<file path="src/rtl/usb_tx_nrzi_encoder.sv">
// Full-speed USB packet transmitter: SYNC, payload with bit stuffing, NRZI line coding and EOP,
// advancing one bit time per shift strobe.
module usb_tx_nrzi_encoder #(
  parameter int unsigned MAX_BYTES = 11,
  parameter int unsigned SYNC_BITS = 8,
  parameter int unsigned EOP_SE0   = 2,
  localparam int unsigned LEN_W    = $clog2(MAX_BYTES + 1)
) (
  input  logic                   clk,
  input  logic                   n_rst,
  input  logic                   shift,
  input  logic                   tx_start,
  input  logic [LEN_W-1:0]       tx_len,
  input  logic [8*MAX_BYTES-1:0] tx_data,
  output logic [1:0]             d_out,
  output logic                   tx_busy,
  output logic                   tx_done,
  output logic                   tx_err
);

  localparam int unsigned BIT_W  = $clog2(8 * MAX_BYTES);
  localparam int unsigned SYNC_W = $clog2(SYNC_BITS + 1);
  localparam int unsigned EOP_W  = $clog2(EOP_SE0 + 1);
  localparam logic [1:0]  LineJ   = 2'b10;
  localparam logic [1:0]  LineSe0 = 2'b00;

  typedef enum logic [2:0] {
    StIdle, StArmed, StSync, StPayload, StStuff, StEopSe0, StEopJ
  } state_e;

  state_e                 state_q;
  logic [8*MAX_BYTES-1:0] data_q;
  logic [LEN_W-1:0]       len_q;
  logic [BIT_W-1:0]       bit_idx_q;
  logic [2:0]             ones_q;
  logic [SYNC_W-1:0]      sync_cnt_q;
  logic [EOP_W-1:0]       eop_cnt_q;
  logic                   last_q;

  logic             len_ok;
  logic             sync_raw;
  logic             pay_raw;
  logic             pay_last;
  logic [2:0]       pay_ones;
  logic [LEN_W+2:0] len_bits;
  logic [BIT_W-1:0] last_idx;

  always_comb begin
    len_ok   = (tx_len != '0) && (tx_len <= LEN_W'(MAX_BYTES));
    // SYNC is all zeros except its final bit
    sync_raw = (sync_cnt_q == SYNC_W'(SYNC_BITS - 1));
    len_bits = {len_q, 3'b000} - {{(LEN_W + 2){1'b0}}, 1'b1};
    last_idx = BIT_W'(len_bits);
    pay_raw  = data_q[bit_idx_q];
    pay_last = (bit_idx_q == last_idx);
    pay_ones = pay_raw ? (ones_q + 3'd1) : 3'd0;
  end

  always_ff @(posedge clk or negedge n_rst) begin
    if (!n_rst) begin
      state_q    <= StIdle;
      d_out      <= LineJ;
      tx_busy    <= 1'b0;
      tx_done    <= 1'b0;
      tx_err     <= 1'b0;
      data_q     <= '0;
      len_q      <= '0;
      bit_idx_q  <= '0;
      ones_q     <= '0;
      sync_cnt_q <= '0;
      eop_cnt_q  <= '0;
      last_q     <= 1'b0;
    end else begin
      tx_done <= 1'b0;
      tx_err  <= 1'b0;
      unique case (state_q)
        StIdle: begin
          if (tx_start) begin
            if (len_ok) begin
              data_q     <= tx_data;
              len_q      <= tx_len;
              bit_idx_q  <= '0;
              sync_cnt_q <= '0;
              eop_cnt_q  <= '0;
              last_q     <= 1'b0;
              tx_busy    <= 1'b1;
              state_q    <= StArmed;
            end else begin
              tx_err <= 1'b1;
            end
          end
        end
        StArmed, StSync: begin
          if (shift) begin
            d_out  <= sync_raw ? d_out : ~d_out;
            ones_q <= sync_raw ? 3'd1 : 3'd0;
            if (sync_raw) begin
              sync_cnt_q <= '0;
              state_q    <= StPayload;
            end else begin
              sync_cnt_q <= sync_cnt_q + SYNC_W'(1);
              state_q    <= StSync;
            end
          end
        end
        StPayload: begin
          if (shift) begin
            d_out  <= pay_raw ? d_out : ~d_out;
            ones_q <= pay_ones;
            last_q <= pay_last;
            if (!pay_last) bit_idx_q <= bit_idx_q + BIT_W'(1);
            if (pay_ones == 3'd6) state_q <= StStuff;
            else if (pay_last)    state_q <= StEopSe0;
          end
        end
        StStuff: begin
          if (shift) begin
            d_out   <= ~d_out;
            ones_q  <= '0;
            state_q <= last_q ? StEopSe0 : StPayload;
          end
        end
        StEopSe0: begin
          if (shift) begin
            d_out <= LineSe0;
            if (eop_cnt_q == EOP_W'(EOP_SE0 - 1)) begin
              eop_cnt_q <= '0;
              state_q   <= StEopJ;
            end else begin
              eop_cnt_q <= eop_cnt_q + EOP_W'(1);
            end
          end
        end
        StEopJ: begin
          if (shift) begin
            d_out   <= LineJ;
            tx_busy <= 1'b0;
            tx_done <= 1'b1;
            state_q <= StIdle;
          end
        end
        default: state_q <= StIdle;
      endcase
    end
  end

endmodule

</file>
<file path="config.mk">
export PLATFORM = sky130hd
export DESIGN_NAME = usb_tx_nrzi_encoder
export DESIGN_NICKNAME = d
export VERILOG_FILES = /design/src/rtl/usb_tx_nrzi_encoder.sv
export SDC_FILE = /design/constraint.sdc
export NUM_CORES = 1
export LEC_CHECK = 0
export BUFFER_PORTS_ARGS = -buffer_cell sky130_fd_sc_hd__clkbuf_2
export CAP_MARGIN = 15
export CORE_ASPECT_RATIO = 2
export CORE_MARGIN = 1.5
export CORE_UTILIZATION = 35
export CTS_CLUSTER_SIZE = 28
export DETAILED_ROUTE_END_ITERATION = 10
export GPL_TIMING_DRIVEN = 0
export PLACE_DENSITY = 0.63
export SETUP_SLACK_MARGIN = 0.5
export SLEW_MARGIN = 20
export SYNTH_ARGS = -nofsm -noshare
export SYNTH_HDL_FRONTEND = slang
export SYNTH_SLANG_ARGS = --single-unit
</file>
<file path="constraint.sdc">
create_clock -name clk -period 4 [get_ports clk]
set_input_delay 0 -clock clk [delete_from_list [all_inputs] [get_ports clk]]
set_output_delay 0 -clock clk [all_outputs]
set_load 0.02 [all_outputs]
</file>
==> impl_results.rst <==
.. list-table::
   :header-rows: 1

   * - Metric
     - Value
   * - Result of the run
     - finished, final reports clean
   * - Pwr Density
     - roughly 700 mW/mm^2
   * - Grt peak-use layer
     - met2
   * - Post-cts sizing count
     - 0
   * - Synth top area share
     - 50.1%
   * - Vias per cell
     - a little under 5
   * - Nature of the critical path endpoint
     - flip-flop
   * - Reg2reg start
     - state_q[1]
   * - Final hold violations
     - 0
   * - Layout-stage area growth over the synthesis result
     - 39.4%
   * - First-pass iteration count of the detailed router
     - 4
   * - Final Wtd Congestion
     - approximately 0.86
   * - Clock tree from TritonCTS
     - built
   * - Number of diodes
     - 0
   * - Fraction of met3 tracks used by global routing
     - 3.53%
   * - Global-route total usage across every layer
     - 20.6%
   * - Die ar.
     - around 0.017 mm^2
   * - Achievable Freq
     - between 300 and 400 MHz
   * - IO buf count
     - 100
   * - Detailed-route wire length per cell
     - 15.7 um
   * - Final setup margin
     - roughly 1.1 ns
   * - Cell type with the largest total area after synthesis
     - sky130_fd_sc_hd__dfrtp_1
   * - Met1 routing resource usage after global routing
     - 20.4%
   * - Proportion of layout cells with a drive suffix above 1
     - 19.4%
   * - Num CTS Buffers
     - 17
   * - CORE AREA
     - 0.0163 mm^2
   * - Cell Area, Synth
     - 0.00580 mm^2
   * - Final number of max-transition violations
     - 0
   * - I/O pin count
     - 101
   * - Number of standard cells in the final layout excluding fillers
     - 1,071
   * - Iteration-0 DRC Markers
     - ~270
   * - Leading post-synthesis cells by cell area
     - sky130_fd_sc_hd__dfrtp_1 50%, sky130_fd_sc_hd__nand2_1 19%, sky130_fd_sc_hd__mux4_2 5.8%
   * - Gate count of the mapped netlist
     - about 640
   * - Final wirelength
     - about 17 mm
   * - Async S/R FF share, synth
     - 100%
   * - Arrival time at the worst endpoint
     - 3.27 ns
   * - Routed vias
     - 5,240
   * - Total setup violations reported at the end of the flow
     - 0
   * - Normalized max-slew margin
     - approximately half
   * - Final-layout fill cell count
     - 1,507
   * - Met2 Resource Use GR
     - 38.6%
   * - Type of the setup path with the least slack
     - reg2reg
   * - Syn Area/Cell
     - 9.04 um^2
   * - Max Cap Violations
     - 0
   * - Setup slack at placement
     - around 1.1 ns
   * - Width of the die
     - 94.0 um
   * - Setup total negative slack
     - 0 ns
   * - Starting density of the core
     - between 30% and 40%
   * - Remaining Overflow, GRT
     - 0
   * - Worst Hold Margin
     - 0.0638 ns
   * - Total leakage power
     - 4.00 nW
   * - HPWL after detailed placement
     - 11.8 mm
   * - Sequential cell area fraction in the yosys report
     - 50.5%
   * - Flip-flop and latch count after synthesis
     - 117
   * - Buffer depth of the longest clock path
     - 2
   * - Placed standard-cell area
     - around 0.0066 mm^2
   * - Overall die height
     - 185 um
   * - Register-to-Register Path Depth
     - 9
   * - Design area
     - around 0.0081 mm^2
   * - DRC viols
     - 0
   * - Remaining antenna violation count
     - 0
   * - Total number of placement rows
     - 66
   * - Clock skew after layout
     - 0.00750 ns
   * - Vias in the first global route
     - 5,339
   * - Clock root buffer master
     - sky130_fd_sc_hd__clkbuf_16
   * - Net total in the final layout
     - 955
   * - Clock slew at reported path FFs
     - 0.06 ns
   * - Unrepaired setup endpoints after global routing
     - false
   * - Max VDD drop
     - 0.265 mV
   * - Num Clock Sinks
     - between 100 and 150
   * - Maximum number of pins on one net before global-route repair
     - 85
   * - Distinct cell type count after synthesis
     - 56
   * - H-Tree Level Count
     - 4
   * - Final clock period utilization by the worst path
     - 73.1%
   * - Worst slew pin tran
     - 0.761 ns
   * - Yosys synthesis warning count
     - 0
   * - Power after layout
     - about 5.7 mW
   * - First-pass GRT wire length
     - about 27 mm
   * - Number of buffers inserted to repair setup after CTS
     - 0
   * - Period minus WS final
     - between 2 and 3 ns
   * - Worst Path Required
     - ~4.4 ns
   * - Worst hold path class
     - in2async
   * - Prevailing post-synth register cell
     - sky130_fd_sc_hd__dfrtp_1
   * - Worst reg-to-reg setup slack
     - ~1.1 ns
   * - Capturing point of the worst reg2reg path
     - data_q[43]
   * - Critical-path maximum fanout
     - 10
   * - Final design utilization
     - 49.7%
   * - Startpoint class of the critical path
     - flip-flop
   * - Worst skew pair latency
     - 0.41 ns
   * - Syn Nets
     - 741
   * - Number of antenna violations at the first check in global routing
     - 0
   * - Number of cells in the design after placement
     - 946
   * - Count of flip-flops with a built-in enable after synthesis
     - 0
==> layout by cell type, fill, tap and decap left out, drive strengths merged, types with 4 or more instances in the layout <==
master	netlist	routed
a21o	5	5
a21oi	9	9
a22oi	5	5
and2	4	4
buf	15	16
clkbuf	21	143
clkinv	0	6
dfrtp	116	116
dlygate4sd3	0	94
ha	4	4
inv	10	10
mux2i	16	16
mux4	16	16
nand2	287	287
nand2b	4	4
nand3	10	10
nor2	24	24
nor2b	6	6
nor3	8	8
o21ai	17	17
o31ai	4	4
xnor2	6	6
xor2	7	7
==> per-layer routing <==
| metal | routed length, um | vias up | part of all wire [%] |
|---|---|---|---|
| met1 | 5920 | 2509 | 35 |
| met3 | 459 | 51 | 2.7 |
| li1 | - | 2556 | - |
| met2 | 9680 | 124 | 57 |
| met4 | 774 | 0 | 4.6 |
| met5 | 0 | - | 0 |
==> Yosys cell counts, drive strengths merged, types with 3 or more instances <==
cell type,number
nand2,287
dfrtp,116
nor2,24
clkbuf,21
o21ai,17
mux2i,16
mux4,16
buf,15
inv,10
nand3,10
a21oi,9
nor3,8
xor2,7
nor2b,6
xnor2,6
a21o,5
a22oi,5
and2,4
ha,4
nand2b,4
o31ai,4
a211oi,3
a31oi,3
mux2,3
nand3b,3
nand4,3
o21a,3
==> cells by family (layout without fill, tap and decap cells) <==
family,count (synthesis),after routing,share of synthesized area (%)
AO/OA/AOI/OAI,66,66,8.23
XOR/XNOR,13,13,1.96
adder cells (fa/ha/maj),5,5,1.04
buffers and inverters,46,272,3.52
flip-flops,117,117,50.5
multiplexers,35,35,9.63
AND/OR/NAND/NOR,359,359,25.1
==> worst max-delay path: stages (launching register included) <==
cell	delay [ns]
sky130_fd_sc_hd__dfrtp_1	0.36
sky130_fd_sc_hd__clkbuf_1	0.22
sky130_fd_sc_hd__or3_1	0.50
sky130_fd_sc_hd__a211oi_2	0.35
sky130_fd_sc_hd__and2_1	0.18
sky130_fd_sc_hd__clkbuf_1	0.15
sky130_fd_sc_hd__clkbuf_1	0.53
sky130_fd_sc_hd__buf_2	0.35
sky130_fd_sc_hd__nand2_1	0.14
sky130_fd_sc_hd__nand2_1	0.08
==> worst max-delay path by stage <==
stage / from / endpoint / depth (start not counted)
2_1_floorplan: bit_idx_q[0] / d_out[1] / 7
3_3_place_gp: n_rst / data_q[81] / 1
3_5_place_dp: state_q[1] / data_q[43] / 9
4_1_cts: state_q[1] / data_q[43] / 9
5_1_grt: state_q[1] / data_q[43] / 9
6_report: state_q[1] / data_q[43] / 9
==> registers in the layout, indices dropped and copies added, names as in the netlist, 2 cells and up <==
| signal | flops |
|---|---|
| sync_cnt_q | 4 |
| bit_idx_q | 7 |
| data_q | 88 |
| eop_cnt_q | 2 |
| len_q | 4 |
| state_q | 3 |
| ones_q | 3 |
| d_out | 2 |
==> layout make-up <==
cell class / count / area (um^2) / area share, %
plain buffers: 36 / 166 / 2.06
clock buffers: 22 / 474 / 5.87
clock inverters: 9 / 78.8 / 0.975
inverters: 10 / 37.5 / 0.464
multi-input cells: 478 / 2660 / 32.9
flip-flops and latches: 117 / 2930 / 36.2
well taps: 204 / 255 / 3.16
repair buffers: 195 / 1480 / 18.3
==> report_power, final <==
part           leakage [nW]  internal, mW  total [mW]  switching (mW)
Clock                 0.272         0.893        1.42           0.530
Sequential             1.48          1.70        2.01           0.305
Combinational          2.25         0.978        2.25            1.27
==> what timing repair did <==
| item | CTS | global route |
|---|---|---|
| endpoints found under the setup margin | 0 | 0 |
| hold endpoints to repair | 210 | 0 |
| hold buffers | 94 | 0 |
Power figures use the tool's default switching activity.
